--- src/rtl/elbeth_fetch_unit_if.sv ---
`default_nettype none
// ============================================================================
// Module   : elbeth_fetch_unit_if
// Brief    : Bundles the fetch unit's redirect, decode-stall, instruction
//            memory and IF/ID pipeline register signals.
// Revision : 1.0 - initial release
// ============================================================================
interface elbeth_fetch_unit_if;
  // Redirect from the ID-stage branch unit
  logic        branch_taken;
  logic [31:0] pc_branch;
  // Decode back-pressure
  logic        id_stall;
  // Instruction memory req/ack handshake
  logic        imem_req;
  logic [31:0] imem_addr;
  logic        imem_ack;
  logic [31:0] imem_rdata;
  // IF/ID pipeline register
  logic [31:0] if_instruction;
  logic [31:0] if_pc;
  logic        if_valid;
  logic        if_misaligned;

  // Fetch unit side
  modport master (
    input  branch_taken, pc_branch, id_stall, imem_ack, imem_rdata,
    output imem_req, imem_addr, if_instruction, if_pc, if_valid, if_misaligned
  );

  // Environment side: branch unit, decode stage and instruction memory
  modport slave (
    output branch_taken, pc_branch, id_stall, imem_ack, imem_rdata,
    input  imem_req, imem_addr, if_instruction, if_pc, if_valid, if_misaligned
  );
endinterface
`default_nettype wire

--- src/rtl/elbeth_fetch_unit.sv ---
`default_nettype none
// ============================================================================
// Module   : elbeth_fetch_unit
// Brief    : ELBETH instruction-fetch stage. Owns the PC, runs a req/ack
//            instruction-memory handshake, feeds the IF/ID register and
//            squashes wrong-path fetches after branch redirects.
// Revision : 1.0 - initial release
// ============================================================================
module elbeth_fetch_unit #(
  parameter logic [31:0] RESET_PC  = 32'h0000_0000,
  parameter logic [31:0] NOP_INSTR = 32'h0000_0013
) (
  input  wire logic           clk,
  input  wire logic           rst_n,
  elbeth_fetch_unit_if.master bus
);

  typedef enum logic [1:0] {
    ST_IDLE = 2'd0,
    ST_REQ  = 2'd1,
    ST_HOLD = 2'd2
  } state_t;

  localparam logic [31:0] C_PC_STEP = 32'd4;

  // Registered state
  state_t      r_state;
  logic [31:0] r_pc;
  logic [31:0] r_buf_instr;
  logic [31:0] r_buf_pc;
  logic        r_buf_mis;
  logic        r_redir_pend;
  logic [31:0] r_redir_pc;
  logic        r_mis_pend;
  logic [31:0] r_if_instr;
  logic [31:0] r_if_pc;
  logic        r_if_valid;
  logic        r_if_mis;

  // Next-state values
  state_t      w_state_nx;
  logic [31:0] w_pc_nx;
  logic [31:0] w_buf_instr_nx;
  logic [31:0] w_buf_pc_nx;
  logic        w_buf_mis_nx;
  logic        w_redir_pend_nx;
  logic [31:0] w_redir_pc_nx;
  logic        w_mis_pend_nx;
  logic [31:0] w_if_instr_nx;
  logic [31:0] w_if_pc_nx;
  logic        w_if_valid_nx;
  logic        w_if_mis_nx;

  // Decoded helpers
  logic        w_redirect;
  logic [31:0] w_target;
  logic        w_target_mis;
  logic        w_if_free;
  logic [31:0] w_pc_inc;

  // A branch only counts when ID actually holds a real instruction it is consuming
  assign w_redirect   = bus.branch_taken & r_if_valid & ~bus.id_stall;
  assign w_target     = {bus.pc_branch[31:2], 2'b00};
  assign w_target_mis = |bus.pc_branch[1:0];
  assign w_if_free    = ~r_if_valid | ~bus.id_stall;
  assign w_pc_inc     = r_pc + C_PC_STEP;

  // Next-state, PC, skid-buffer and IF/ID update decode
  always_comb begin
    w_state_nx      = r_state;
    w_pc_nx         = r_pc;
    w_buf_instr_nx  = r_buf_instr;
    w_buf_pc_nx     = r_buf_pc;
    w_buf_mis_nx    = r_buf_mis;
    w_redir_pend_nx = r_redir_pend;
    w_redir_pc_nx   = r_redir_pc;
    w_mis_pend_nx   = r_mis_pend;
    w_if_instr_nx   = r_if_instr;
    w_if_pc_nx      = r_if_pc;
    w_if_valid_nx   = r_if_valid;
    w_if_mis_nx     = r_if_mis;

    // ID consumed the current entry; refilled below if something arrives
    if (!bus.id_stall) begin
      w_if_valid_nx = 1'b0;
    end

    case (r_state)
      ST_IDLE: begin
        // Any ack here belongs to a request dropped by reset and is ignored
        w_state_nx = ST_REQ;
        if (w_redirect) begin
          w_pc_nx       = w_target;
          w_mis_pend_nx = w_target_mis;
        end
      end

      ST_REQ: begin
        if (bus.imem_ack) begin
          if (w_redirect) begin
            // The current-cycle target supersedes any pending one
            w_pc_nx         = w_target;
            w_mis_pend_nx   = w_target_mis;
            w_redir_pend_nx = 1'b0;
          end else if (r_redir_pend) begin
            // Squashed fetch finally returned; restart at the saved target
            w_pc_nx         = r_redir_pc;
            w_redir_pend_nx = 1'b0;
          end else if (w_if_free) begin
            w_if_instr_nx = bus.imem_rdata;
            w_if_pc_nx    = r_pc;
            w_if_valid_nx = 1'b1;
            w_if_mis_nx   = r_mis_pend;
            w_pc_nx       = w_pc_inc;
            w_mis_pend_nx = 1'b0;
          end else begin
            // ID is stalled on a valid entry: park the response
            w_buf_instr_nx = bus.imem_rdata;
            w_buf_pc_nx    = r_pc;
            w_buf_mis_nx   = r_mis_pend;
            w_pc_nx        = w_pc_inc;
            w_mis_pend_nx  = 1'b0;
            w_state_nx     = ST_HOLD;
          end
        end else if (w_redirect) begin
          // Request cannot be withdrawn; remember where to go once it returns
          w_redir_pend_nx = 1'b1;
          w_redir_pc_nx   = w_target;
          w_mis_pend_nx   = w_target_mis;
        end
      end

      ST_HOLD: begin
        if (!bus.id_stall) begin
          w_state_nx = ST_REQ;
          if (w_redirect) begin
            w_pc_nx       = w_target;
            w_mis_pend_nx = w_target_mis;
          end else begin
            w_if_instr_nx = r_buf_instr;
            w_if_pc_nx    = r_buf_pc;
            w_if_valid_nx = 1'b1;
            w_if_mis_nx   = r_buf_mis;
          end
        end
      end

      default: begin
        w_state_nx = ST_IDLE;
      end
    endcase

    // Any accepted redirect squashes the instruction sitting in IF/ID
    if (w_redirect) begin
      w_if_valid_nx = 1'b0;
      w_if_instr_nx = NOP_INSTR;
      w_if_mis_nx   = 1'b0;
    end
  end

  // State, PC and pipeline registers
  always_ff @(posedge clk or negedge rst_n) begin
    if (!rst_n) begin
      r_state      <= ST_IDLE;
      r_pc         <= RESET_PC;
      r_buf_instr  <= NOP_INSTR;
      r_buf_pc     <= 32'h0;
      r_buf_mis    <= 1'b0;
      r_redir_pend <= 1'b0;
      r_redir_pc   <= 32'h0;
      r_mis_pend   <= 1'b0;
      r_if_instr   <= NOP_INSTR;
      r_if_pc      <= 32'h0;
      r_if_valid   <= 1'b0;
      r_if_mis     <= 1'b0;
    end else begin
      r_state      <= w_state_nx;
      r_pc         <= w_pc_nx;
      r_buf_instr  <= w_buf_instr_nx;
      r_buf_pc     <= w_buf_pc_nx;
      r_buf_mis    <= w_buf_mis_nx;
      r_redir_pend <= w_redir_pend_nx;
      r_redir_pc   <= w_redir_pc_nx;
      r_mis_pend   <= w_mis_pend_nx;
      r_if_instr   <= w_if_instr_nx;
      r_if_pc      <= w_if_pc_nx;
      r_if_valid   <= w_if_valid_nx;
      r_if_mis     <= w_if_mis_nx;
    end
  end

  // Outputs come straight from registers; imem_ack never reaches them combinationally
  assign bus.imem_req       = (r_state == ST_REQ);
  assign bus.imem_addr      = r_pc;
  assign bus.if_instruction = r_if_instr;
  assign bus.if_pc          = r_if_pc;
  assign bus.if_valid       = r_if_valid;
  assign bus.if_misaligned  = r_if_mis;

endmodule
`default_nettype wire

--- src/flat_wrapper.sv ---
// flat-port wrapper written by rule: the top's interface ports become plain ports
module elbeth_fetch_unit_flat 
#(
  parameter logic [31:0] RESET_PC  = 32'h0000_0000,
  parameter logic [31:0] NOP_INSTR = 32'h0000_0013
)
  (clk, rst_n, bus_branch_taken, bus_pc_branch, bus_id_stall, bus_imem_ack, bus_imem_rdata, bus_imem_req, bus_imem_addr, bus_if_instruction, bus_if_pc, bus_if_valid, bus_if_misaligned);
  elbeth_fetch_unit_if bus_i ();
  input  wire logic clk;
  input  wire logic rst_n;
  input wire logic [$bits(bus_i.branch_taken)-1:0] bus_branch_taken;
  input wire logic [$bits(bus_i.pc_branch)-1:0] bus_pc_branch;
  input wire logic [$bits(bus_i.id_stall)-1:0] bus_id_stall;
  input wire logic [$bits(bus_i.imem_ack)-1:0] bus_imem_ack;
  input wire logic [$bits(bus_i.imem_rdata)-1:0] bus_imem_rdata;
  output wire logic [$bits(bus_i.imem_req)-1:0] bus_imem_req;
  output wire logic [$bits(bus_i.imem_addr)-1:0] bus_imem_addr;
  output wire logic [$bits(bus_i.if_instruction)-1:0] bus_if_instruction;
  output wire logic [$bits(bus_i.if_pc)-1:0] bus_if_pc;
  output wire logic [$bits(bus_i.if_valid)-1:0] bus_if_valid;
  output wire logic [$bits(bus_i.if_misaligned)-1:0] bus_if_misaligned;
  assign bus_i.branch_taken = bus_branch_taken;
  assign bus_i.pc_branch = bus_pc_branch;
  assign bus_i.id_stall = bus_id_stall;
  assign bus_i.imem_ack = bus_imem_ack;
  assign bus_i.imem_rdata = bus_imem_rdata;
  assign bus_imem_req = bus_i.imem_req;
  assign bus_imem_addr = bus_i.imem_addr;
  assign bus_if_instruction = bus_i.if_instruction;
  assign bus_if_pc = bus_i.if_pc;
  assign bus_if_valid = bus_i.if_valid;
  assign bus_if_misaligned = bus_i.if_misaligned;
  elbeth_fetch_unit #(.RESET_PC(RESET_PC), .NOP_INSTR(NOP_INSTR)) u_core (.clk(clk), .rst_n(rst_n), .bus(bus_i));
endmodule
--- config.mk ---
export PLATFORM = sky130hd
export DESIGN_NAME = elbeth_fetch_unit_flat
export DESIGN_NICKNAME = d
export VERILOG_FILES = /design/src/rtl/elbeth_fetch_unit_if.sv /design/src/rtl/elbeth_fetch_unit.sv /design/src/flat_wrapper.sv
export SDC_FILE = /design/constraint.sdc
export NUM_CORES = 1
export LEC_CHECK = 0
export CORE_UTILIZATION = 45
export DETAILED_ROUTE_END_ITERATION = 16
export GPL_TIMING_DRIVEN = 0
export PLACE_DENSITY = 0.69
export SLEW_MARGIN = 10
export SYNTH_ARGS = -nofsm -noshare
export SYNTH_HDL_FRONTEND = slang
export SYNTH_SLANG_ARGS = --single-unit
--- constraint.sdc ---
create_clock -name clk -period 2.6 [get_ports clk]
set_input_delay 0.39 -clock clk [delete_from_list [all_inputs] [get_ports clk]]
set_output_delay 0.39 -clock clk [all_outputs]
set_load 0.005 [all_outputs]
* Yosys cells after proc, flatten, opt, wreduce, memory -nomap -nowiden
Index checks and enable logic that the tools add are counted.
** Word-level totals
- Register bits :: 197
- Latch bits :: 0
- Bits in writable memories :: 0
- ROM bits :: 0
- Input port bits :: 69
- Output and inout port bits :: 99
- Word-level logic and storage cells :: 96
- Memories :: 0
** Operators by class
- Add/subtract/negate cells :: 1
- $mul :: 0
- Div/mod/pow operators :: 0
- Order comparisons :: 0
- Eq/ne operators :: 14
- Shifts and indexed selects :: 0
- Multiplexer cells :: 46
- Bitwise gates (word level) :: 9
- Reduce and logical (&&, ||, !) cells :: 14
** Operators with widths (number)
- $mux W32 :: 16
- $pmux W32 S2 :: 2
- $pmux W32 S3 :: 1
- $add A32 B3 Y32 const B :: 1
- $mux W1 :: 18
- $reduce_and A5 Y1 :: 3
- $ne A2 B2 Y1 const B :: 6
- $mux W2 :: 5
- $reduce_and A3 Y1 :: 3
- $reduce_and A7 Y1 :: 1
- $ne A3 B2 Y1 const B :: 2
- $not A1 Y1 :: 6
- $pmux W2 S3 :: 1
- $reduce_bool A3 Y1 :: 2
- $ne A4 B4 Y1 const B :: 1
- $pmux W1 S2 :: 2
- $reduce_bool A2 Y1 :: 2
- $ne A3 B1 Y1 const B :: 1
- $ne A3 B3 Y1 const B :: 1
- $pmux W1 S3 :: 1
- $and A1 B1 Y1 :: 2
- $eq A2 B1 Y1 const B :: 1
- $eq A2 B2 Y1 const B :: 1
- $logic_not A2 Y1 :: 1
- other kinds (4) :: 4

* Logic depth before layout (Yosys ltp)
Gate-level depths: netlist of run 1.
- Depth after elaboration :: 7
- Depth in mapped cells :: 10
- Depth with buffers taken out :: 7

* Worst setup path before layout of run 1
OpenSTA, ideal clock, no wires.
- Kind :: reg2reg
- Start point :: register u_core.r_pc[2], in the netlist u_core.bus.imem_addr[2]
- End point :: register u_core.r_pc[24], in the netlist u_core.bus.imem_addr[24]
- Library setup time :: 0.126 ns
- Arrival :: 2.102 ns
- Required time :: 2.474 ns
- Setup slack :: 0.372 ns
- Cell stages (with the launch flop) :: 7
- Buffers on the path :: 0
- Period minus slack after synthesis :: 2.228 ns
- Path through :: dfrtp_1 -> ha_1 -> nand4_4 -> nor4_1 -> nand4_1 -> xnor2_1 -> a221o_1
** On the way
- Word-level cells in the longest chain between the ends :: 5
** RTL lines
- start, declared :: RTL line elbeth_fetch_unit.sv:28 : logic [31:0] r_pc;
- start signal, assigned :: RTL line elbeth_fetch_unit.sv:178 : r_pc <= w_pc_nx;
- $add A32 B3 Y32 :: RTL line elbeth_fetch_unit.sv:66 : assign w_pc_inc = r_pc + C_PC_STEP;
- $mux W32 :: RTL line elbeth_fetch_unit.sv:105 : end else if (r_redir_pend) begin
- $mux W32 :: RTL line elbeth_fetch_unit.sv:100 : if (w_redirect) begin
- $mux W32 :: RTL line elbeth_fetch_unit.sv:99 : if (bus.imem_ack) begin
- $pmux W32 S3 :: RTL line elbeth_fetch_unit.sv:88 : case (r_state)
Every way passes these cells. The select of a mux whose other input is x is not followed.
A chain may end at the register's enable or synchronous reset.

* Worst setup path after layout of run 1
- Start point :: register u_core.r_pc[2], in the netlist u_core.bus.imem_addr[2]
- End point :: register u_core.r_pc[28], in the netlist u_core.bus.imem_addr[28]
Same word-level chain as after synthesis.

==> run metrics, run 1 <==
status=finished, final reports clean; Final Hold Fails=0; placed cell area=11,200 sq um; H-Tree Depth=4; post-DP HPWL=between 15,000 and 20,000 um; 1st-iter DRT viols=405; Nets=around 1,100; critical path peak fanout=9; core area=19,700 sq um; Arr. time, crit path=2.82 ns; vias in the first global route=between 6,000 and 7,000; RSZ-0062 raised after global routing=false; normalized max-slew margin=between 40% and 50%; clock tree buffer depth=2; largest net degree at the start of global routing=108; # rows=51; f_max=approximately 400 MHz; Yosys cell types=57; largest cells by area after synthesis=dfrtp_1 (51%), mux2_2 (12%), mux2i_1 (7.8%); Post-Layout Inst Area=between 10,000 and 15,000 sq um; critical setup path kind=reg -> reg; Tcrit/Tclk final=96.5%; crit end category=flop; diode count=0; Syn-to-layout area delta=29.8%; Post-synth ARST share=100%; fin. max-slew vios=0; predominant post-synthesis flop cell=dfrtp_1; Yosys top cell area share=roughly half; Syn Inst Count=just over 800; Max-cap violations=0; maximum VDD drop=about 0.65 mV; die width=about 140 um; DRC viols=0; PwrDens=1210 nW/um^2; Detailed Routing Iterations Pass 1=5; die height=145 um; number of synthesized flops with an enable pin=0; initial core utilization=a little under half; final setup vio count=0; final wirelength=around 24,000 um; ratio of cells with drive above 1 in the final layout=a little under a fifth; global-route wire length before repair=~37,000 um; Port Buffer Count=between 150 and 200; die area=around 21,000 sq um; r2r setup slk=approximately 0.09 ns; Routability Congestion=~0.84; worst setup slack after layout=around 0.09 ns; DR WL/cell=18.6 um; initial antenna violation count=0; Routed Antenna Nets=0; aggregate global-route resource usage=roughly a quarter; # IOs=168; Filler cells=between 1,500 and 2,000; Synth Warn #=0; Yosys top cell by area=dfrtp_1; worst-margin pin slew=~0.82 ns; # clock sinks=about 190; TritonCTS Buffers=17; Reg clk slew, reported paths=0.07 ns; Root Driver=clkbuf_16; placed insts=roughly 1,200; aggregate global routing overflow=0; WHS=between 0.3 and 0.4 ns; Synth Area per Inst=11.2 sq um; crit path launch type=flop; CTS tree=yes; worst hold path type=in -> reg; Leak=a little under 0.005 uW; Cell Area, Synth=between 9000 and 10,000 sq um; post-synthesis sequential area ratio=a little over half; Core Util, Final=around three fifths; register bit total from synthesis=around 190; Layout Cells excl Fill=1,282; via count=about 7,000; worst skew pair latency=about 0.43 ns; skew final=about 0.011 ns; Place WS=-0.292 ns; Critical Path RT=around 2.9 ns; number of vias per cell=5.46; Tmin final=2.51 ns
==> registers in the layout, summed over array words and instances, names as in the netlist <==
name	flops
u_core.r_buf_instr	32
u_core.bus.if_valid	1
u_core.r_redir_pc	30
u_core.r_buf_mis	1
u_core.r_mis_pend	1
u_core.bus.imem_addr	30
u_core.r_buf_pc	30
u_core.r_redir_pend	1
u_core.r_state	2
u_core.bus.if_misaligned	1
u_core.bus.if_pc	30
u_core.bus.if_instruction	32
==> metal layers <==
metal	track usage [%]	vias to the layer above	routed length (um)
met1	31.3	3440	10500
met3	5.53	25	1490
met2	39.2	221	11500
met4	6.37	0	316
met5	0	-	0
li1	-	3313	-
==> layout make-up <==
cell class / count / area (sq um) / share of cell area (%)
repair buffers: 166 / 1680 / 14.1
plain buffers: 68 / 357 / 3.00
clock buffers: 20 / 437 / 3.67
clock inverters: 12 / 230 / 1.94
well taps: 265 / 332 / 2.79
flip-flops and latches: 191 / 4790 / 40.3
inverters: 14 / 52.6 / 0.442
multi-input cells: 546 / 4010 / 33.7
==> worst max-delay path, stage by stage (launching register included) <==
cell and delay (ns):
dfrtp_2 0.48, ha_1 0.29, nand4_4 0.20, or4_4 0.64, nor4_1 0.33, xor2_1 0.12, a221o_1 0.33
==> path summary, 6_finish.rpt <==
kind                       depth (start not counted)                             to                           from
max                                                6       u_core.bus.imem_addr[28]        u_core.bus.imem_addr[2]
min                                                3              u_core.r_state[1]                   bus_id_stall
max reg2reg                                        6       u_core.bus.imem_addr[28]        u_core.bus.imem_addr[2]
min reg2reg                                        2  u_core.bus.if_instruction[18]  u_core.bus.if_instruction[18]
max in group asynchronous                          3       u_core.bus.imem_addr[17]                          rst_n
min in group asynchronous                          2  u_core.bus.if_instruction[20]                          rst_n
==> kinds of logic (layout without fill, tap and decap cells) <==
group                    Yosys count  after routing  share of synthesized area [%]
multiplexers                     165            165                           19.3
flip-flops                       191            191                           52.3
buffers and inverters             82            280                           4.40
AND/OR/NAND/NOR                  187            187                           9.81
XOR/XNOR                          20             20                           1.91
AO/OA/AOI/OAI                    165            165                           11.5
adder cells (fa/ha/maj)            5              5                          0.683
other                              1              4                         0.0410
==> Yosys cell counts (all sizes together), types with 2 or more instances <==
master,number
a21o,3
a21oi,68
a221o,8
a221oi,5
a22oi,3
a31o,2
a31oi,2
and2,2
and3,2
and4,3
buf,35
clkbuf,33
dfrtp,185
dfstp,6
ha,5
inv,14
mux2,94
mux2i,71
nand2,50
nand2b,3
nand3,15
nand4,13
nor2,73
nor3,8
nor4,9
o211ai,5
o21a,2
o21ai,15
o221ai,2
o22ai,11
o31a,2
o31ai,32
or3,3
xnor2,13
xor2,7
==> report_power, final <==
group          internal, uW  leakage (uW)  total [uW]  switching, uW
clock network          1820      0.000316        2980           1160
logic                  3180       0.00226        5980           2800
registers              4430       0.00236        5420            997
total                  9420       0.00493       14400           4960
==> repair_timing <==
| item | in CTS | in global routing |
|---|---|---|
| endpoints found under the hold margin | 67 | 0 |
| setup endpoints to repair | 8 | 127 |
| hold buffers | 1 | 0 |
| buffers inserted | 0 | 2 |
| gates resized for setup | 3 | 14 |
| pin swaps | 0 | 1 |
==> stage by stage <==
| stage | power (uW) | TNS, ns |
|---|---|---|
| after floorplan | 8650 | 0 |
| after global placement | 11200 | -1343.87 |
| after detailed placement | 11400 | -19.05 |
| after CTS | 14400 | 0 |
| after global routing | 15400 | 0 |
| final | 14400 | 0 |
==> placed cells by master (no fill, tap or decap), drive strengths merged, types with 3 or more instances in the layout <==
master	n
dfstp	6
conb	4
nand3	15
a21oi	68
buf	39
o31ai	32
a221o	8
xnor2	13
nor2	73
nor4	9
or3	3
xor2	7
a22oi	3
inv	17
nor3	8
dfrtp	185
a21o	3
a221oi	5
nand4	13
nand2b	3
o22ai	11
mux2	94
clkbuf	53
o211ai	5
bufinv	6
and4	3
nand2	50
mux2i	71
ha	5
o21ai	15
clkdlybuf4s50	161
Note: power is estimated with default switching activity, not from simulation.
==> run 2: changes to the inputs <==
CORE_UTILIZATION = 30   (was 45)
PLACE_DENSITY = 0.5   (was 0.69)
==> run metrics, run 2 (synthesis gave the netlist of run 1 again) <==
Port Buffer Count=approximately 160; Leak=0.00490 uW; clock tree buffer depth=2; # IOs=168; Arr. time, crit path=2.75 ns; Reg clk slew, reported paths=about 0.080 ns; Internal=a little under 9000 uW; 1st-iter DRT viols=roughly 360; Tmin final=approximately 2.4 ns; Detailed Routing Iterations Pass 1=4; post-DP HPWL=18,700 um; Core Util, Final=40.1%; routing usage on met2=27.4%; Routed Antenna Nets=0; global-route wire length before repair=between 40,000 and 50,000 um; ratio of cells with drive above 1 in the final layout=between 10% and 20%; met3 global-route usage=3.59%; crit path launch type=flop; R2R Path End=u_core.bus.imem_addr[19]; Filler cells=slightly below 3,000; RSZ-0062 raised after global routing=false; initial core utilization=between 30 and 40%; Final Hold Fails=0; worst skew pair latency=about 0.44 ns; final setup vio count=0; vias in the first global route=~7,200; combinational share of power=between 40% and 50%; worst-margin pin slew=0.886 ns; number of vias per cell=4.94; hold path depth=3; status=finished, final reports clean; Multi-input gate area=between 4000 and 5000 sq um; normalized max-slew margin=40.4%; P_sw=slightly above 5000 uW; f_max=approximately 420 MHz; worst hold path type=in -> reg; Critical Path RT=slightly below 3 ns; # rows=63; register area=between 4000 and 5000 sq um; # clock sinks=around 190; final wirelength=approximately 27,000 um; Routability Congestion=0.799; switching fraction of total power=36.7%; Layout Cells excl Fill=1,407; TNS Setup=0 ns; commonest non-fill, non-tap cell in the layout=dfrtp_1; aggregate global-route resource usage=17.4%; Tcrit/Tclk final=approximately 92%; hold wc startpoint=bus_id_stall; most frequent cells in the layout=dfrtp_1 (183), clkdlybuf4s50_1 (161), mux2_2 (94); die width=between 150 and 200 um; crit end category=flop; Syn-to-layout area delta=30.5%; hold endpoint=u_core.bus.if_valid; placed cell area=11,300 sq um; Root Driver=clkbuf_16; worst flop-to-flop path startpoint=u_core.r_state[1]; Clock power frac=between 15 and 20%; DR WL/cell=between 15 and 20 um; Reg power frac=approximately two fifths; die area=around 31,000 sq um; met1 Use GR=between 20% and 30%; core area=just under 30,000 sq um; Post-Layout Inst Area=~12,000 sq um; largest net degree at the start of global routing=101; skew final=0.0119 ns; critical setup path kind=reg -> reg; via count=between 6,000 and 7,000; H-Tree Depth=4; critical path peak fanout=10; CTS tree=yes; die height=177 um; r2r setup slk=roughly 0.21 ns; Max-cap violations=0; aggregate global routing overflow=0; maximum VDD drop=roughly 0.54 mV; fin. max-slew vios=0; Nets=1,077; PwrDens=1170 nW/um^2; initial antenna violation count=2; placed insts=1,372; CP startpoint=u_core.r_state[1]; Most Crowded Layer GR=met2; DRC viols=0; WHS=between 0.3 and 0.4 ns; r2r worst-path depth=8; TritonCTS Buffers=17
==> run 2: changes by cell type in the layout (fill, tap and decap cells not counted), sizes merged <==
cell | before | now
bufinv | 6 | 0
clkinv | 1 | 5
inv | 17 | 20
clkbuf | 53 | 51
buf | 39 | 38
clkinvlp | 2 | 3
diode | 0 | 1
==> run 2: timing repair <==
item,in CTS,in global routing
gates resized for setup,10,20
pin swaps,1,1
buffers inserted,0,2
hold buffers,1,0
endpoints found under the hold margin,3,0
setup endpoints to repair,90,84
==> run 2: layout make-up <==
class	instances	share of cell area [%]
Timing Repair Buffer	166	14.0
Clock inverter	14	1.04
Antenna cell	1	0.0209
Sequential cell	191	40.1
Multi-Input combinational cell	546	33.7
Tap cell	390	4.08
Inverter	14	0.440
Clock buffer	18	3.59
Buffer	67	2.99
==> run 2: power by group through the flow <==
stage,Combinational (uW),Clock (uW),Sequential [uW]
2_1_floorplan,3370,0,5270
3_3_place_gp,5950,0,5470
3_5_place_dp,6030,0,5490
4_1_cts,6080,2620,5450
5_1_grt,6690,2730,5660
6_report,6050,2540,5430
==> run 2: worst max-delay path by stage <==
stage	to	slack [ns]	cells past startpoint
floorplan	u_core.bus.imem_addr[24]	0.37	6
global placement	u_core.bus.if_pc[15]	-7.56	1
detailed placement	u_core.bus.imem_addr[24]	-0.35	6
CTS	u_core.bus.if_instruction[28]	0.0001	9
global route	u_core.bus.if_pc[31]	0.02	9
finish	u_core.bus.imem_addr[19]	0.21	8
==> run 2: critical path, stage by stage, from the launching register on <==
cell	delay (ns)
dfrtp_1	0.40
inv_1	0.09
ha_2	0.24
and2_1	0.19
o21ai_0	0.41
clkbuf_8	0.28
clkbuf_1	0.48
a21oi_1	0.08
o22ai_1	0.14
==> run 2: metal layers <==
metal  routed length (um)  vias up
met4                  438        2
li1                     -     3290
met3                 1280       28
met1                12900     3459
met5                    8        -
met2                12000      169
==> run 2: per-stage QoR <==
step / power (uW) / setup WS (ns)
after floorplan: 8650 / 0.372
after global placement: 11400 / -7.56
after detailed placement: 11500 / -0.354
after CTS: 14200 / 0.0000970
after global routing: 15100 / 0.0201
final: 14000 / 0.209
